## src/rtl/traffic_pkg.sv

```systemverilog
// traffic_pkg: definitions shared across the traffic junction controller.
//   state_t       - junction FSM state encoding
//   DEF_T_*       - default phase lengths in clock cycles
//   TIMER_W       - phase timer width (holds any phase length 1..255)
package traffic_pkg;

    typedef enum logic [2:0] {
        ALL_RED,
        RED_AMBER,
        GREEN,
        AMBER,
        WALK,
        FLASH
    } state_t;

    localparam int TIMER_W       = 8;

    localparam int DEF_T_ALL_RED   = 2;
    localparam int DEF_T_RED_AMBER = 2;
    localparam int DEF_T_GREEN     = 4;
    localparam int DEF_T_AMBER     = 2;
    localparam int DEF_T_WALK      = 3;
    localparam int DEF_T_FLASH     = 2;

endpackage

```

## src/rtl/traffic_junction_phase_timer.sv

```systemverilog
// phase_timer: loadable 8-bit down-counter that times one phase.
//   clk      - clock
//   load     - load load_val this cycle (takes priority over counting)
//   load_val - phase length in cycles, 1..255
//   expire   - high during the final cycle of the phase (count == 1)
// The owner reloads on expiry, so the counter never needs to pass below 1.
module phase_timer
    import traffic_pkg::*;
(
    input  logic               clk,
    input  logic               load,
    input  logic [TIMER_W-1:0] load_val,
    output logic               expire
);

    logic [TIMER_W-1:0] count;

    always_ff @(posedge clk) begin
        if (load) begin
            count <= load_val;
        end else if (count != '0) begin
            count <= count - 1'b1;
        end
    end

    assign expire = (count == TIMER_W'(1));

endmodule

```

## src/rtl/traffic_junction.sv

```systemverilog
// traffic_junction: N-way junction lamp controller with a pedestrian phase
// and a flashing-amber fault/maintenance mode.
//   clk        - clock
//   rst        - synchronous, active-low reset
//   ped_req    - pedestrian request, sampled every cycle
//   flash      - flashing-amber mode request (level)
//   red/amber/green - per-way lamps, registered
//   walk       - pedestrian walk lamp
//   ped_wait   - a pedestrian request is latched and waiting
//   active_way - way currently holding right-of-way
module traffic_junction
    import traffic_pkg::*;
#(
    parameter int N_WAYS      = 2,
    parameter int T_ALL_RED   = DEF_T_ALL_RED,
    parameter int T_RED_AMBER = DEF_T_RED_AMBER,
    parameter int T_GREEN     = DEF_T_GREEN,
    parameter int T_AMBER     = DEF_T_AMBER,
    parameter int T_WALK      = DEF_T_WALK,
    parameter int T_FLASH     = DEF_T_FLASH,
    localparam int AW = (N_WAYS > 2) ? $clog2(N_WAYS) : 1
) (
    input  logic              clk,
    input  logic              rst,
    input  logic              ped_req,
    input  logic              flash,
    output logic [N_WAYS-1:0] red,
    output logic [N_WAYS-1:0] amber,
    output logic [N_WAYS-1:0] green,
    output logic              walk,
    output logic              ped_wait,
    output logic [AW-1:0]     active_way
);

    state_t             state, st_nx;
    logic [AW-1:0]      way, way_nx;
    logic               latch, latch_nx;
    logic               amb, amb_nx;
    logic               ld, expire;
    logic [TIMER_W-1:0] ld_val;
    logic [N_WAYS-1:0]  r_nx, a_nx, g_nx;

    function automatic logic [TIMER_W-1:0] t_of(input state_t s);
        case (s)
            RED_AMBER: t_of = TIMER_W'(T_RED_AMBER);
            GREEN:     t_of = TIMER_W'(T_GREEN);
            AMBER:     t_of = TIMER_W'(T_AMBER);
            WALK:      t_of = TIMER_W'(T_WALK);
            FLASH:     t_of = TIMER_W'(T_FLASH);
            default:   t_of = TIMER_W'(T_ALL_RED);
        endcase
    endfunction

    function automatic logic [AW-1:0] next_way(input logic [AW-1:0] w);
        next_way = (w == AW'(N_WAYS - 1)) ? '0 : w + 1'b1;
    endfunction

    phase_timer u_timer (
        .clk      (clk),
        .load     (ld),
        .load_val (ld_val),
        .expire   (expire)
    );

    // Next-state decode. Reset, then flash, then timer expiry, in priority order.
    always_comb begin
        st_nx    = state;
        way_nx   = way;
        latch_nx = latch;
        amb_nx   = amb;
        ld       = 1'b0;
        if (!rst) begin
            st_nx    = ALL_RED;
            way_nx   = '0;
            latch_nx = 1'b0;
            amb_nx   = 1'b0;
            ld       = 1'b1;
        end else begin
            if (flash) begin
                if (state != FLASH) begin
                    st_nx  = FLASH;
                    amb_nx = 1'b1;
                    ld     = 1'b1;
                end else if (expire) begin
                    amb_nx = ~amb;
                    ld     = 1'b1;
                end
            end else begin
                case (state)
                    ALL_RED:   if (expire) begin st_nx = RED_AMBER; ld = 1'b1; end
                    RED_AMBER: if (expire) begin st_nx = GREEN;     ld = 1'b1; end
                    GREEN:     if (expire) begin st_nx = AMBER;     ld = 1'b1; end
                    AMBER: begin
                        if (expire) begin
                            ld = 1'b1;
                            // Include ped_req so a request in the last amber cycle is served now.
                            if (latch || ped_req) begin
                                st_nx = WALK;
                            end else begin
                                st_nx  = ALL_RED;
                                way_nx = next_way(way);
                            end
                        end
                    end
                    WALK: begin
                        if (expire) begin
                            st_nx  = ALL_RED;
                            way_nx = next_way(way);
                            ld     = 1'b1;
                        end
                    end
                    default: begin
                        // Leaving FLASH restarts the rotation from way 0.
                        st_nx  = ALL_RED;
                        way_nx = '0;
                        ld     = 1'b1;
                    end
                endcase
            end
            if (st_nx == WALK && state != WALK) begin
                latch_nx = 1'b0;
            end else if (ped_req && state != WALK) begin
                latch_nx = 1'b1;
            end
        end
        ld_val = t_of(st_nx);
    end

    // Lamps are decoded from the next state so the registered lamps line up with state.
    always_comb begin
        r_nx = '0;
        a_nx = '0;
        g_nx = '0;
        for (int i = 0; i < N_WAYS; i++) begin
            if (st_nx == FLASH) begin
                a_nx[i] = amb_nx;
            end else if (way_nx == AW'(i)) begin
                case (st_nx)
                    RED_AMBER: begin r_nx[i] = 1'b1; a_nx[i] = 1'b1; end
                    GREEN:     g_nx[i] = 1'b1;
                    AMBER:     a_nx[i] = 1'b1;
                    default:   r_nx[i] = 1'b1;
                endcase
            end else begin
                r_nx[i] = 1'b1;
            end
        end
    end

    always_ff @(posedge clk) begin
        if (!rst) begin
            state <= ALL_RED;
            way   <= '0;
            latch <= 1'b0;
            amb   <= 1'b0;
        end else begin
            state <= st_nx;
            way   <= way_nx;
            latch <= latch_nx;
            amb   <= amb_nx;
        end
        red   <= r_nx;
        amber <= a_nx;
        green <= g_nx;
        walk  <= (st_nx == WALK);
    end

    assign ped_wait   = latch;
    assign active_way = way;

endmodule
```

## config.mk

```make
export PLATFORM = sky130hd
export DESIGN_NAME = traffic_junction
export DESIGN_NICKNAME = d
export VERILOG_FILES = /design/src/rtl/traffic_pkg.sv /design/src/rtl/traffic_junction_phase_timer.sv /design/src/rtl/traffic_junction.sv
export SDC_FILE = /design/constraint.sdc
export NUM_CORES = 1
export LEC_CHECK = 0
export ABC_AREA = 1
export BUFFER_PORTS_ARGS = -buffer_cell sky130_fd_sc_hd__buf_2
export CELL_PAD_IN_SITES_DETAIL_PLACEMENT = 1
export CELL_PAD_IN_SITES_GLOBAL_PLACEMENT = 1
export CORE_AREA = 2 2 57 59
export DETAILED_ROUTE_END_ITERATION = 12
export DIE_AREA = 0 0 59 61
export MAX_ROUTING_LAYER = met4
export PLACE_DENSITY = 0.85
export SLEW_MARGIN = 20
export SYNTH_ARGS = -nofsm -noshare
export SYNTH_HDL_FRONTEND = slang
export SYNTH_SLANG_ARGS = --single-unit
```

## constraint.sdc

```tcl
create_clock -name clk -period 2.03 [get_ports clk]
set_input_delay 0.3045 -clock clk [delete_from_list [all_inputs] [get_ports clk]]
set_output_delay 0.3045 -clock clk [all_outputs]
set_load 0.05 [all_outputs]
```

==> results.tsv <==
stage	metric	value	unit
layout	fin_nets	173	
cts	h-tree-depth	1	
timing	worst_slew_pin_slew	0.3672	ns
timing	period_share	90.28	%
timing	fin_ws	0.1972	ns
place	hpwl	2326	um
setup_path	crit_start	u_timer.count[1]	
timing	setup_tns	0	ns
layout	syn_to_final_growth	10.92	%
floorplan	die-area	3599	um^2
drt	drc	0	
drt	vias	1013	
cts	cts.repair.resized	0	
flow_run	maxCapViolCount	0	
floorplan	die_height	61	um
setup_path	crit_type	reg2reg	
setup_path	reg2reg_depth	8	
layout	layout-drive-gt1-share	24.10	%
timing	rsz0062_at_grt	no	
logic_synthesis	syn-num-nets	156	
global_route	antenna_found_initial	0	
setup_path	crit_path_end_kind	flop	
setup_path	cp_max_fo	10	
setup_path	crit_arrival	1.81	ns
layout	utilization	44.32	%
logic_synthesis	ys_seq_elements	21	
timing	drv_slew	0	
cts	cts_tree	done	
outcome	outcome	complete, no violations	
setup_path	r2r-end	u_timer.count[2]	
setup_path	r2r_slack	0.20	ns
logic_synthesis	synth_top_area_share	22.06	%
timing	finalCriticalPeriod	1.833	ns
logic_synthesis	postSynthAreaPerCell	7.866	um^2
drt	first_pass_iters	4	
setup_path	startpoint_type	flop	
global_route	grt_max_degree	13	
logic_synthesis	synthFlopType	dfxtp_1	
timing	hold_viol	0	
cts	post_cts_buffers	0	
setup_path	r2r_start	u_timer.count[1]	
power	p_leak	0.6327	nW
power	vdd_drop_max	0.0004644	V
floorplan	ios	13	
layout	antennaDiodeCount	0	
floorplan	die_w	59	um
logic_synthesis	ys_types	24	
drt	drt_iter0_markers	24	
place	gp_congestion	0.9041	
logic_synthesis	syn_area	1180	um^2
global_route	grt_pass1_wl	4740	um
logic_synthesis	synth.yosys.seq_area_share	42.42	%
setup_path	worst_ep_required_time	2.01	ns
cts	clockBufferDepth	2	
timing	fin_hold_ws	0.3723	ns
logic_synthesis	synth_edf_count	8	
place	pre_cts_ws	0.1862	ns
drt	routed_wl	2789	um
hold_path	hold_path.class	in2reg	
logic_synthesis	synth_top_area_cell	dfxtp_1	
logic_synthesis	synth_area_leaders	dfxtp_1 22%, edfxtp_1 20%, nand2_1 10%, inv_1 7.0%, nand3_1 5.5%	
cts	clkSinkCount	21	
timing	slew_headroom	75.45	%
logic_synthesis	synth-async-reset-ratio	0	%
power	powerDensity	808.0	nW/um^2
timing	clock.fmax	0.5456	GHz
drt	ant_nets	0	
logic_synthesis	ys_warn_count	0	
place	io_buffers	12	
cts	clock_latency	0.30	ns
cts	clk_pin_slew	0.11	ns
cts	cts_made_buffers	3	
global_route	grt-ovfl-total	0	
timing	worst_clock_skew	0.004479	ns
drt	drt-vias-per-instance	5.090	
global_route	grt_pass1_vias	1057	
cts	root_buffer	clkbuf_4	
floorplan	rows	20	
layout	num-fill-cells	380	
logic_synthesis	synthTopCellsByCount	32 x nand2_1, 22 x inv_1, 16 x nor2_1	
floorplan	start_util	39.96	%
logic_synthesis	netlist_instances	150	
timing	setup_viol	0	
floorplan	coreArea	2953	um^2
logic_synthesis	synthMostInstantiatedCell	nand2_1	
global_route	grt.total_usage	18.16	%
drt	wire_per_inst	14.02	um
cts	cts_hold_buf	0	
setup_path	crit_end	u_timer.count[2]	
metrics by stage:
step	area, um^2	std cells	total power, W
6_report	1309	199	0.001058
5_1_grt	1309	199	0.001121
4_1_cts	1309	199	0.001067
3_5_place_dp	1281	195	0.0008689
3_3_place_gp	1281	195	0.0008483
2_1_floorplan	1180	150	0.0007831
area by class of cell:
type                    instances  area [um^2]  share of cell area, %
well taps                      33        41.29                  3.155
flip-flops and latches         21        500.5                  38.24
clock inverters                 1        5.005                 0.3824
inverters                      27        103.9                  7.935
multi-input cells             102        575.6                  43.98
repair buffers                 12        60.06                  4.589
clock buffers                   3        22.52                  1.721
flip-flops by register name, summed over array words and instances (netlist names):
name and cells:
u_timer.count 8, state 3, walk 1, amber 2, red 2, active_way 1, ped_wait 1, amb 1
green 2
power by group:
group	switching [W]	internal, W	leakage, nW	total [W]
registers	0.0000381	0.000485	0.200	0.000523
clock network	0.000126	0.0000735	0.0177	0.000199
logic	0.000241	0.0000942	0.415	0.000335
total	0.000405	0.000653	0.633	0.00106
placed cells by master, fill, tap and decap left out, drive strengths merged, types with 3 or more instances in the layout:
master	instances
nor2	23
clkbuf	3
inv	27
o21ai	4
nand4	4
a21oi	4
dfxtp	13
xor2	3
nand2	39
buf	12
nand3	17
edfxtp	8
critical path: stages, from the launching register on:
cell and delay (ns):
edfxtp_1 0.42, inv_1 0.10, ha_1 0.17, inv_1 0.07
nor2_4 0.14, nand2_4 0.08, nand4_4 0.15, inv_1 0.10
nand3_1 0.28
worst min path at each step:
stage / startpoint / to / cells past startpoint
after global placement: amb / amb / 2
after floorplan: rst / state[0] / 2
after detailed placement: amb / amb / 2
final: rst / state[0] / 3
after global routing: rst / state[0] / 3
after CTS: rst / state[0] / 3
layer usage:
layer,share of wire [%],GRT usage [%],wire [um],up-vias
met5,0,-,0,-
met4,1.6,5.844,44,0
met3,2.2,2.985,60,6
met2,50,29.37,1397,12
met1,46,23.25,1287,487
li1,-,-,-,508
logic make-up after synthesis:
family                   synth area share [%]
adder cells (fa/ha/maj)                 2.121
buffers and inverters                   8.802
flip-flops                              42.42
AND/OR/NAND/NOR                         39.98
XOR/XNOR                                2.227
AO/OA/AOI/OAI                           4.453
Note: power is estimated with default switching activity, not from simulation.
